<file path="src/rtl/exec_mc_ctrl_pkg.sv">
// Shared constants for the execute stage: op_type values, opcode/funct
// encodings and the multi-cycle result class used by the result mux.
package exec_mc_ctrl_pkg;

   // op_type field
   localparam logic [1:0] OPT_OP   = 2'b00;
   localparam logic [1:0] OPT_FUNC = 2'b01;
   localparam logic [1:0] OPT_FPU  = 2'b10;

   // OP (op_type 00) opcodes
   localparam logic [5:0] OP_ADDI  = 6'h08;
   localparam logic [5:0] OP_LW    = 6'h23;
   localparam logic [5:0] OP_SW    = 6'h2B;
   localparam logic [5:0] OP_IN    = 6'h3C;
   localparam logic [5:0] OP_OUT   = 6'h3D;

   // FUNC (op_type 01) funct codes
   localparam logic [5:0] FUNC_ADD  = 6'h20;
   localparam logic [5:0] FUNC_SUB  = 6'h22;
   localparam logic [5:0] FUNC_AND  = 6'h24;
   localparam logic [5:0] FUNC_MULT = 6'h18;
   localparam logic [5:0] FUNC_DIV  = 6'h1A;

   // FPU (op_type 10) function codes
   localparam logic [5:0] FPU_ADD  = 6'h00;
   localparam logic [5:0] FPU_SUB  = 6'h01;
   localparam logic [5:0] FPU_MUL  = 6'h02;
   localparam logic [5:0] FPU_INV  = 6'h04;
   localparam logic [5:0] FPU_SQRT = 6'h05;
   localparam logic [5:0] FPU_CMP  = 6'h06;
   localparam logic [5:0] FPU_MOV  = 6'h07;

   // Result class of an issued instruction; also the result-select code.
   typedef enum logic [2:0] {
      MC_SINGLE = 3'd0,
      MC_MUL    = 3'd1,
      MC_DIV    = 3'd2,
      MC_FPU    = 3'd3,
      MC_UART   = 3'd4
   } mc_class_t;

endpackage

</file>
<file path="src/rtl/mc_decode.sv">
// Combinational classifier: (op_type, instr) -> multi-cycle class.
// Kept separate so the hazard unit can reuse the same decode.
module mc_decode
   import exec_mc_ctrl_pkg::*;
(
   input  logic [1:0] op_type,
   input  logic [5:0] instr,
   output mc_class_t  mc_class
);

   // Map the opcode/funct to its owning unit; anything unknown is single-cycle.
   always_comb begin
      mc_class = MC_SINGLE;
      case (op_type)
         OPT_OP: begin
            if (instr == OP_IN || instr == OP_OUT) begin
               mc_class = MC_UART;
            end
         end
         OPT_FUNC: begin
            if (instr == FUNC_MULT) begin
               mc_class = MC_MUL;
            end else if (instr == FUNC_DIV) begin
               mc_class = MC_DIV;
            end
         end
         OPT_FPU: begin
            if (instr == FPU_ADD || instr == FPU_SUB || instr == FPU_MUL ||
                instr == FPU_INV || instr == FPU_SQRT) begin
               mc_class = MC_FPU;
            end
         end
         default: mc_class = MC_SINGLE;
      endcase
   end

endmodule

</file>
<file path="src/rtl/exec_mc_ctrl.sv">
// Execute-stage multi-cycle sequencer: holds stall while the owning unit
// (multiplier, FPU, divider or UART) works, then pulses done for one cycle.
module exec_mc_ctrl
   import exec_mc_ctrl_pkg::*;
#(
   parameter int unsigned MUL_LAT     = 3,
   parameter int unsigned FPU_LAT     = 4,
   parameter int unsigned DIV_TIMEOUT = 64
) (
   input  logic       clk,
   input  logic       rstn,
   input  logic       start,
   input  logic [1:0] op_type,
   input  logic [5:0] instr,
   input  logic       div_valid,
   input  logic       uart_busy,
   output logic       stall,
   output logic       div_go,
   output logic       done,
   output logic [2:0] res_sel,
   output logic       timeout_err
);

   // The counter serves both the fixed-latency countdown (6 bits) and the
   // divider timeout count-up, so it takes the wider of the two.
   localparam int unsigned DIV_W = (DIV_TIMEOUT > 1) ? $clog2(DIV_TIMEOUT) : 1;
   localparam int unsigned CNT_W = (DIV_W > 6) ? DIV_W : 6;

   localparam logic [CNT_W-1:0] MUL_INIT = CNT_W'(MUL_LAT - 1);
   localparam logic [CNT_W-1:0] FPU_INIT = CNT_W'(FPU_LAT - 1);
   localparam logic [CNT_W-1:0] DIV_LAST = CNT_W'(DIV_TIMEOUT - 1);

   typedef enum logic [2:0] {
      S_IDLE,
      S_FIXED,
      S_DIV_WAIT,
      S_UART_WAIT,
      S_DONE
   } state_t;

   state_t           state_q,   state_d;
   logic [CNT_W-1:0] cnt_q,     cnt_d;
   mc_class_t        res_sel_q, res_sel_d;
   logic             div_go_q,  div_go_d;
   logic             timeout_q, timeout_d;
   mc_class_t        dec_class;

   mc_decode u_decode (
      .op_type  (op_type),
      .instr    (instr),
      .mc_class (dec_class)
   );

   // Next-state, counter and output logic; stall is combinational so the issue cycle itself stalls.
   always_comb begin
      state_d   = state_q;
      cnt_d     = cnt_q;
      res_sel_d = res_sel_q;
      div_go_d  = 1'b0;
      timeout_d = timeout_q;
      stall     = 1'b0;
      done      = 1'b0;
      case (state_q)
         S_IDLE: begin
            if (start) begin
               res_sel_d = dec_class;
               case (dec_class)
                  MC_MUL: begin
                     state_d = S_FIXED;
                     cnt_d   = MUL_INIT;
                     stall   = 1'b1;
                  end
                  MC_FPU: begin
                     state_d = S_FIXED;
                     cnt_d   = FPU_INIT;
                     stall   = 1'b1;
                  end
                  MC_DIV: begin
                     state_d  = S_DIV_WAIT;
                     cnt_d    = '0;
                     div_go_d = 1'b1;
                     stall    = 1'b1;
                  end
                  MC_UART: begin
                     state_d = S_UART_WAIT;
                     stall   = 1'b1;
                  end
                  default: state_d = S_IDLE;
               endcase
            end
         end
         S_FIXED: begin
            stall = 1'b1;
            if (cnt_q == '0) begin
               state_d = S_DONE;
            end else begin
               cnt_d = cnt_q - 1'b1;
            end
         end
         S_DIV_WAIT: begin
            stall = 1'b1;
            // A result arriving on the timeout cycle still counts as success.
            if (div_valid) begin
               state_d = S_DONE;
            end else if (cnt_q == DIV_LAST) begin
               timeout_d = 1'b1;
               state_d   = S_DONE;
            end else begin
               cnt_d = cnt_q + 1'b1;
            end
         end
         S_UART_WAIT: begin
            stall = 1'b1;
            if (!uart_busy) begin
               state_d = S_DONE;
            end
         end
         S_DONE: begin
            done    = 1'b1;
            cnt_d   = '0;
            state_d = S_IDLE;
         end
         default: state_d = S_IDLE;
      endcase
   end

   // State and control registers; reset aborts any operation without a done.
   always_ff @(posedge clk or negedge rstn) begin
      if (!rstn) begin
         state_q   <= S_IDLE;
         cnt_q     <= '0;
         res_sel_q <= MC_SINGLE;
         div_go_q  <= 1'b0;
         timeout_q <= 1'b0;
      end else begin
         state_q   <= state_d;
         cnt_q     <= cnt_d;
         res_sel_q <= res_sel_d;
         div_go_q  <= div_go_d;
         timeout_q <= timeout_d;
      end
   end

   assign div_go      = div_go_q;
   assign res_sel     = res_sel_q;
   assign timeout_err = timeout_q;

endmodule
</file>
<file path="config.mk">
export PLATFORM = sky130hd
export DESIGN_NAME = exec_mc_ctrl
export DESIGN_NICKNAME = d
export VERILOG_FILES = /design/src/rtl/exec_mc_ctrl_pkg.sv /design/src/rtl/mc_decode.sv /design/src/rtl/exec_mc_ctrl.sv
export SDC_FILE = /design/constraint.sdc
export NUM_CORES = 1
export LEC_CHECK = 0
export BUFFER_PORTS_ARGS = -buffer_cell sky130_fd_sc_hd__buf_2
export CORE_UTILIZATION = 40
export DETAILED_ROUTE_END_ITERATION = 6
export PLACE_DENSITY = 0.61
export SLEW_MARGIN = 0
export SYNTH_ARGS = -nofsm -noshare
export SYNTH_HDL_FRONTEND = slang
export SYNTH_SLANG_ARGS = --single-unit
</file>
<file path="constraint.sdc">
create_clock -name clk -period 3.48 [get_ports clk]
set_input_delay 0.348 -clock clk [delete_from_list [all_inputs] [get_ports clk]]
set_output_delay 0.348 -clock clk [all_outputs]
set_load 0.01 [all_outputs]
</file>
==> reports/results.txt, run 1 <==
WL/cell: 13.8 µm
Pleak: 0.534 nW
Power Density: 454 mW/mm²
Async SR Flop Fraction: 1.00
Arr. time, crit path: 2.85 ns
data required time of the critical path: 3.68 ns
cell area after synthesis: 990 µm²
Chip Width: 51.7 µm
setup TNS: 0 ns
Synth top area share: 0.354
H-tree levels: 1
WL final: 2.23 mm
Routed Antenna Nets: 0
Yosys reg bits: 14
CP startpoint: state_q[0]
GR Util met1: 0.278
Die ar.: 0.00268 mm²
sequential area share after synthesis: 0.354
Worst Setup Slack, final: 0.834 ns
FMAX: 0.378 GHz
complex-gate fraction of the synthesized area: 0.236
mux cell area share after synthesis: 0.0228
RSZ-0062 raised after global routing: no
VDD IR max: 0.234 mV
largest family of logic cells by synthesized area: simple AND/OR/NAND/NOR gates
largest net degree at the start of global routing: 15
Slew @ Worst Pin: 0.365 ns
initial antenna violation count: 0
RePlAce Congestion: 0.903
Period minus WS final: 2.65 ns
Final Util: 0.500
R2R setup slack: 0.83 ns
status: finished, final reports clean
cell count after placement: 158
drt via density: 5.66
worst hold margin: 0.433 ns
Multi-input gate area: 599 µm²
pre-CTS WS: 0.852 ns
Final Hold Fails: 0
top cell type by total area after synthesis: dfrtp_1
PortBufs: 19
adder and majority gate portion of the synthesized area: 0.0708
register area: 350 µm²
Final setup viols: 0
Initial DRT Pass Iterations: 4
simple-gate share of the synthesized area: 0.240
CTS root buffer: clkbuf_4
cell with the most instances after synthesis: dfrtp_1
Max-slew headroom: 0.755
clock transition at the registers of the reported paths: 0.09 ns
post-synthesis xor/xnor area fraction: 0.0354
Mapped Nets: 132
worst reg2reg path depth: 10
worst min-delay path class: in2reg
worst-path maximum fanout: 9
first-pass GRT wire length: 3.88 mm
CP Launch Type: flop
CTS tree: yes
Total GRT Usage: 0.196
post-DP HPWL: 1.80 mm
non-filler cells, final: 162
diode count: 0
Initial Utilization: 0.435
most frequent cells after synthesis: dfrtp_1, o21ai_0, nand2_1, nor2_1, a21oi_1
Syn. warnings: 0
Critical Path Sink: cnt_q[5]
Power Total: 0.517 mW
core box area: 0.00228 mm²
max-slew violations: 0
share of layout cells above drive strength 1: 0.201
met3 Usage GRT: 0.0409
CTS Buf Count: 3
initial drt markers: 14
Max Cap Violations: 0
WS Path Type: reg2reg
Via Count: 917
IO Pins: 20
Vert. Die Dim: 51.7 µm
synth top area cells: dfrtp_1, o21ai_0, ha_1, nand2_1, nor2_1
ys flop type: dfrtp_1
clock sinks: 14
area of all placed cells without fillers: 0.00114 mm²
worst r2r src: state_q[0]
Filler Cell Count: 208
element type at the critical path end: flop
placed cell areas: 0.00111 mm²
NumNets Final: 154
drc violations: 0
fin crit share: 0.760
clk_lat worst skew: 0.27 ns
EDFF count, synth: 0
Max Clock Skew: 0.00793 ns
global route hottest layer: met2
M2 GR Usage: 0.290
aggregate global routing overflow: 0
CTS Buffer Depth: 2
worst reg2reg path endpoint: cnt_q[5]
cells after synthesis: 114
area grow syn2layout: 15.0%
Mean Syn Cell Area: 8.68 µm²
Unique masters post-synth: 39
Rows: 17
vias in the first global route: 850
[sequential cells by signal, indices dropped and copies added, names as in the netlist]
signal       count
cnt_q            6
div_go           1
res_sel          3
state_q          3
timeout_err      1
[where the power goes]
group          internal, mW  switching (mW)
logic                 0.101           0.108
clock network        0.0400          0.0500
registers             0.185          0.0339
total                 0.326           0.192
[final cells by class]
cell class                      count  area share
Inverter                            5      0.0165
Clock buffer                        3      0.0198
Timing Repair Buffer               21      0.0989
Sequential cell                    14       0.308
Multi-Input combinational cell     91       0.526
Tap cell                           28      0.0308
[worst min path at each step]
stage | start | endpoint | slack (ns) | cells after the start
floorplan | rstn | cnt_q[0] | 0.05 | 0
global placement | rstn | cnt_q[3] | 0.27 | 1
detailed placement | rstn | timeout_err | 0.27 | 1
CTS | div_valid | timeout_err | 0.43 | 3
global route | div_valid | timeout_err | 0.44 | 3
finish | div_valid | timeout_err | 0.43 | 3
[per-layer routing]
layer  share of wire  up-vias
li1                -      464
met3           0.044        2
met5               0        -
met1            0.50      427
met2            0.45       24
met4          0.0063        0
[critical path, stage by stage, from the launching register on]
cell      delay [ns]
dfrtp_1         0.45
nand2b_1        0.22
nor2_1          0.22
inv_1           0.19
ha_1            0.33
a211oi_1        0.28
o21bai_1        0.12
a21oi_1         0.18
xnor2_1         0.09
or4_1           0.39
o21ai_1         0.09
[layout by cell type (no fill, tap or decap), types with 2 or more instances in the layout]
cell type   n
a21o_1      4
nand2b_1    3
a21oi_1     7
nand2_1    10
o21ai_1     4
ha_1        4
xor2_1      2
inv_1       5
o31ai_1     4
xnor2_1     2
a211oi_1    2
nand4_1     3
dfrtp_1    14
buf_2      19
or4_1       2
nor2_1     10
o21ai_0    11
nor3_1      4
clkbuf_4    3
[kinds of logic (layout without fill, tap and decap cells)]
| kind of cell | after synthesis | count (layout) |
|---|---|---|
| simple gates | 42 | 42 |
| compound gates | 38 | 38 |
| flops | 14 | 14 |
| buf+inv | 9 | 29 |
| fa+ha+maj | 5 | 5 |
| xor+xnor | 4 | 4 |
| mux | 2 | 2 |
[repair_timing]
action / 4_1_cts / 5_1_grt
setup buffers: 0 / 0
resized for setup: 0 / 0
hold endpoints to repair: 14 / 0
hold buffers: 1 / 0
No activity file was read; power rests on OpenSTA's default activity.
==> run 2, diff against run 1 <==
- clock period: 3.48 -> 2.7 ns (I/O delays scaled with it)
==> reports/results.txt, run 2 (synthesis results as in run 1) <==
share of layout cells above drive strength 1: 0.232 (was 0.201)
worst hold margin: 0.348 ns (was 0.433 ns)
drc violations: 0 (unchanged)
largest net degree at the start of global routing: 15 (unchanged)
fin crit share: 0.921 (was 0.760)
Filler Cell Count: 214 (was 208)
Period minus WS final: 2.49 ns (was 2.65 ns)
Power Density: 602 mW/mm² (was 454 mW/mm²)
Comb pwr share: 0.391 (was 0.403)
commonest non-fill, non-tap cell in the layout: buf_2 (unchanged)
post-DP HPWL: 1.81 mm (was 1.80 mm)
Worst Setup Slack, final: 0.213 ns (was 0.834 ns)
RePlAce Congestion: 0.876 (was 0.903)
pre-CTS WS: 0.190 ns (was 0.852 ns)
clock transition at the registers of the reported paths: 0.09 ns (about the same)
core box area: 0.00228 mm² (unchanged)
CTS Buffer Depth: 2 (unchanged)
Max-slew headroom: 0.755 (about the same)
Switching Share: 0.361 (was 0.371)
element type at the critical path end: flop (unchanged)
Cell Chain, Critical Path: nand2b_1 -> nor2_2 -> inv_1 -> ha_1 -> a211oi_1 -> o21bai_1 -> a21oi_1 -> xnor2_1 -> or4_1 -> o21ai_1 (was nand2b_1 -> nor2_1 -> inv_1 -> ha_1 -> a211oi_1 -> o21bai_1 -> a21oi_1 -> xnor2_1 -> or4_1 -> o21ai_1)
Reg power frac: 0.391 (was 0.423)
NetSw: 0.256 mW (was 0.192 mW)
drt via density: 5.51 (was 5.66)
Cell Int Power: 0.453 mW (was 0.326 mW)
initial drt markers: 15 (was 14)
Vert. Die Dim: 51.7 µm (unchanged)
PortBufs: 19 (unchanged)
Routed Antenna Nets: 0 (unchanged)
Max Cap Violations: 0 (unchanged)
diode count: 0 (unchanged)
commonest non-fill, non-tap cells in the layout: buf_2, dfrtp_1, o21ai_0, nand2_1, nor2_1 (was buf_2, dfrtp_1, o21ai_0, nor2_1, nand2_1)
RSZ-0062 raised after global routing: no (unchanged)
initial antenna violation count: 0 (unchanged)
Initial DRT Pass Iterations: 4 (unchanged)
WL final: 2.27 mm (was 2.23 mm)
CTS tree: yes (unchanged)
area grow syn2layout: 19.0% (was 15.0%)
Worst path top cell family by delay: simple AND/OR/NAND/NOR gates (unchanged)
Total GRT Usage: 0.203 (was 0.196)
Final Hold Fails: 0 (unchanged)
postcts setup bufs: 0 (unchanged)
clock sinks: 14 (unchanged)
Initial Utilization: 0.435 (unchanged)
setup TNS: 0 ns (unchanged)
VDD IR max: 0.442 mV (was 0.234 mV)
Pleak: 0.557 nW (was 0.534 nW)
data required time of the critical path: 2.91 ns (was 3.68 ns)
worst-path maximum fanout: 7 (was 9)
slowest stage delay, CP: 0.39 ns (was 0.45 ns)
CTS Buf Count: 3 (unchanged)
H-tree levels: 1 (unchanged)
Arr. time, crit path: 2.70 ns (was 2.85 ns)
Worst path slowest cell: or4_1 (was dfrtp_1)
Via Count: 915 (was 917)
IO Pins: 20 (unchanged)
WL/cell: 13.7 µm (was 13.8 µm)
aggregate global routing overflow: 0 (unchanged)
vias in the first global route: 953 (was 850)
worst min-delay path class: in2reg (unchanged)
Chip Width: 51.7 µm (unchanged)
Biggest register: cnt_q (unchanged)
clock power share: 0.219 (was 0.174)
first-pass GRT wire length: 4.08 mm (was 3.88 mm)
Max Clock Skew: 0.000967 ns (was 0.00793 ns)
CTS root buffer: clkbuf_4 (unchanged)
max reg flops: 6 (unchanged)
Rows: 17 (unchanged)
CP Launch Type: flop (unchanged)
clk_lat worst skew: 0.28 ns (was 0.27 ns)
Die ar.: 0.00268 mm² (unchanged)
Slew @ Worst Pin: 0.365 ns (about the same)
Buf+Inv Stages, Crit Path: 1 (unchanged)
max-slew violations: 0 (unchanged)
FMAX: 0.402 GHz (was 0.378 GHz)
NumNets Final: 157 (was 154)
Final setup viols: 0 (unchanged)
status: finished, final reports clean (unchanged)
R2R setup slack: 0.21 ns (was 0.83 ns)
WS Path Type: reg2reg (unchanged)
run 2: cell types whose count changed in the layout (fill, tap and decap cells not counted):
cell / change
buf_4: +3
clkbuf_8: +1
nor2_1: -1
nor2_2: +1
run 2: timing repair:
action / in CTS / in global routing
endpoints found under the setup margin: 0 / 1
endpoints found under the hold margin: 14 / 0
resized for setup: 0 / 1
hold buffers: 1 / 0
run 2: path summary, 6_finish.rpt:
kind | from | endpoint | cells past startpoint
max in group asynchronous | rstn | cnt_q[2] | 2
worst min-delay path | div_valid | timeout_err | 3
worst max-delay path | state_q[0] | cnt_q[5] | 10
worst min register to register | timeout_err | timeout_err | 1
worst max register to register | state_q[0] | cnt_q[5] | 10
min in group asynchronous | rstn | cnt_q[5] | 2
run 2: layout make-up:
cell class                      count  area [µm²]  area share
Multi-Input combinational cell     91         602       0.511
Inverter                            5        18.8      0.0159
Sequential cell                    14         350       0.298
Tap cell                           28        35.0      0.0298
Clock buffer                        4        36.3      0.0308
Timing Repair Buffer               24         135       0.115
run 2: worst min-delay path, stage by stage:
cell and delay, ns:
buf_2 0.11, nor2_1 0.05, a21o_1 0.17
run 2: layer usage:
layer / GRT usage / part of all wire / vias up
li1: - / - / 467
met2: 0.346 / 0.47 / 24
met3: 0.0322 / 0.046 / 2
met1: 0.258 / 0.47 / 422
met5: 0 / 0 / -
met4: 0.0721 / 0.0062 / 0
run 2: metrics by stage:
stage / std cells / power [mW] / util / cell area (µm²)
6_report: 166 / 0.709 / 0.517 / 1180
5_1_grt: 166 / 0.766 / 0.517 / 1180
4_1_cts: 166 / 0.717 / 0.516 / 1170
3_5_place_dp: 161 / 0.557 / 0.496 / 1130
3_3_place_gp: 161 / 0.550 / 0.496 / 1130
2_1_floorplan: 114 / 0.481 / - / 990
run 2: power by group through the flow:
| stage | Clock, mW | Sequential (mW) | Combinational [mW] |
|---|---|---|---|
| final | 0.155 | 0.277 | 0.277 |
| after CTS | 0.161 | 0.277 | 0.279 |
| after detailed placement | 0 | 0.281 | 0.276 |
| after global placement | 0 | 0.280 | 0.270 |
| after global routing | 0.166 | 0.286 | 0.314 |
| after floorplan | 0 | 0.270 | 0.211 |
==> run 3, diff against run 2 <==
--- a/constraint.sdc
+++ b/constraint.sdc
@@ -3,2 +3,2 @@
 set_output_delay 0.27 -clock clk [all_outputs]
-set_load 0.01 [all_outputs]
+set_load 0.05 [all_outputs]
==> reports/results.txt, run 3 (synthesis results as in run 1) <==
WL final: 2.20 mm (was 2.27 mm)
Worst path slowest cell: dfrtp_1 (was or4_1)
cell count after placement: 161 (unchanged)
non-filler cells, final: 165 (was 166)
slowest stage delay, CP: 0.39 ns (about the same)
vias in the first global route: 888 (was 953)
area grow syn2layout: 18.2% (was 19.0%)
IO Pins: 20 (unchanged)
initial drt markers: 16 (was 15)
initial antenna violation count: 0 (unchanged)
worst min-delay path class: in2reg (unchanged)
Cell Chain, Critical Path: nand2b_1 -> nor2_2 -> inv_1 -> ha_1 -> a211oi_1 -> o21bai_1 -> a21oi_1 -> xnor2_1 -> or4_1 -> o21ai_1 (unchanged)
fin crit share: 0.928 (was 0.921)
aggregate global routing overflow: 0 (unchanged)
RePlAce Congestion: 0.854 (was 0.876)
Reg power frac: 0.404 (was 0.391)
drc violations: 0 (unchanged)
NetSw: 0.264 mW (was 0.256 mW)
CTS Buffer Depth: 2 (unchanged)
setup TNS: 0 ns (unchanged)
data required time of the critical path: 2.91 ns (about the same)
clk_lat worst skew: 0.28 ns (about the same)
largest net degree at the start of global routing: 15 (unchanged)
H-tree levels: 1 (unchanged)
Cell Int Power: 0.424 mW (was 0.453 mW)
Chip Width: 51.7 µm (unchanged)
worst hold margin: 0.331 ns (was 0.348 ns)
Die ar.: 0.00268 mm² (unchanged)
commonest non-fill, non-tap cell in the layout: buf_2 (unchanged)
element type at the critical path end: flop (unchanged)
diode count: 0 (unchanged)
Rows: 17 (unchanged)
Final setup viols: 0 (unchanged)
postcts setup bufs: 0 (unchanged)
FMAX: 0.399 GHz (was 0.402 GHz)
core box area: 0.00228 mm² (unchanged)
max reg flops: 6 (unchanged)
CTS Buf Count: 3 (unchanged)
Vert. Die Dim: 51.7 µm (unchanged)
Period minus WS final: 2.51 ns (was 2.49 ns)
Max Clock Skew: 0.00151 ns (was 0.000967 ns)
commonest non-fill, non-tap cells in the layout: buf_2, dfrtp_1, o21ai_0, nand2_1, nor2_1 (unchanged)
Pleak: 0.552 nW (was 0.557 nW)
drt via density: 5.64 (was 5.51)
Via Count: 930 (was 915)
clock transition at the registers of the reported paths: 0.08 ns (was 0.09 ns)
Power Density: 588 mW/mm² (was 602 mW/mm²)
status: finished, final reports clean (unchanged)
Routed Antenna Nets: 0 (unchanged)
Initial Utilization: 0.435 (unchanged)
Slew @ Worst Pin: 0.345 ns (was 0.365 ns)
Switching Share: 0.383 (was 0.361)
Initial DRT Pass Iterations: 4 (unchanged)
Worst Setup Slack, final: 0.195 ns (was 0.213 ns)
PortBufs: 19 (unchanged)
first-pass GRT wire length: 3.88 mm (was 4.08 mm)
Max-slew headroom: 0.768 (was 0.755)
CTS root buffer: clkbuf_4 (unchanged)
clock sinks: 14 (unchanged)
CP Launch Type: flop (unchanged)
NumNets Final: 157 (unchanged)
Arr. time, crit path: 2.72 ns (was 2.70 ns)
Biggest register: cnt_q (unchanged)
WS Path Type: reg2reg (unchanged)
clock power share: 0.174 (was 0.219)
CTS tree: yes (unchanged)
pre-CTS WS: 0.173 ns (was 0.190 ns)
Total GRT Usage: 0.197 (was 0.203)
Final Hold Fails: 0 (unchanged)
WL/cell: 13.4 µm (was 13.7 µm)
post-DP HPWL: 1.73 mm (was 1.81 mm)
Max Cap Violations: 0 (unchanged)
worst-path maximum fanout: 7 (unchanged)
RSZ-0062 raised after global routing: no (unchanged)
max-slew violations: 0 (unchanged)
VDD IR max: 0.321 mV (was 0.442 mV)
share of layout cells above drive strength 1: 0.234 (was 0.232)
Comb pwr share: 0.422 (was 0.391)
==> run 3: cell count changes in the layout (fill, tap and decap cells not counted) <==
cell      change
a311oi_1      -1
a311oi_2      +1
clkbuf_8      -1
==> run 3: worst max-delay path, delay by kind of cell (launching register included) <==
kind                       cells  cell delay (ns)
and+or+nand+nor                3             0.76
DFF                            1             0.39
xor gates and xnor gates       1             0.09
adders and majority gates      1             0.32
AOI/OAI and AO/OA              4             0.70
buffers and inverters          1             0.16
==> run 3: final timing paths <==
kind,from,endpoint,slack [ns],cells after the start
worst max-delay path,state_q[0],cnt_q[5],0.19,10
worst min-delay path,div_valid,timeout_err,0.33,3
worst max register to register,state_q[0],cnt_q[5],0.19,10
worst min register to register,timeout_err,timeout_err,0.47,1
max in group asynchronous,rstn,cnt_q[2],2.05,2
min in group asynchronous,rstn,cnt_q[3],0.41,2
==> run 3: metal layers <==
metal,routed length (µm),global-route usage
met1,1090,0.259
met2,965,0.299
met3,99,0.0351
met4,46,0.117
met5,0,0
==> run 3: cell type report <==
class                   instances  area, µm²
clock buffers                   3       22.5
fillers                       227       1110
inverters                       5       18.8
multi-input cells              91        608
flip-flops and latches         14        350
well taps                      28       35.0
repair buffers                 24        135
==> run 3: per-stage QoR <==
| step | cell area, µm² | total power [mW] | utilization |
|---|---|---|---|
| 2_1_floorplan | 996 | 0.494 | - |
| 3_3_place_gp | 1130 | 0.565 | 0.499 |
| 3_5_place_dp | 1130 | 0.567 | 0.499 |
| 4_1_cts | 1170 | 0.691 | 0.513 |
| 5_1_grt | 1170 | 0.746 | 0.514 |
| 6_report | 1170 | 0.687 | 0.514 |
==> run 3: power by group through the flow <==
stage	sequential, mW	combinational (mW)	clock [mW]
5_1_grt	0.283	0.327	0.136
3_3_place_gp	0.280	0.285	0
6_report	0.278	0.290	0.120
4_1_cts	0.276	0.290	0.126
2_1_floorplan	0.274	0.220	0
3_5_place_dp	0.280	0.287	0
==> run 3: what timing repair did <==
action	4_1_cts	5_1_grt
hold buffers	1	0
endpoints found under the hold margin	14	0
resized for setup	0	1
setup endpoints to repair	0	1
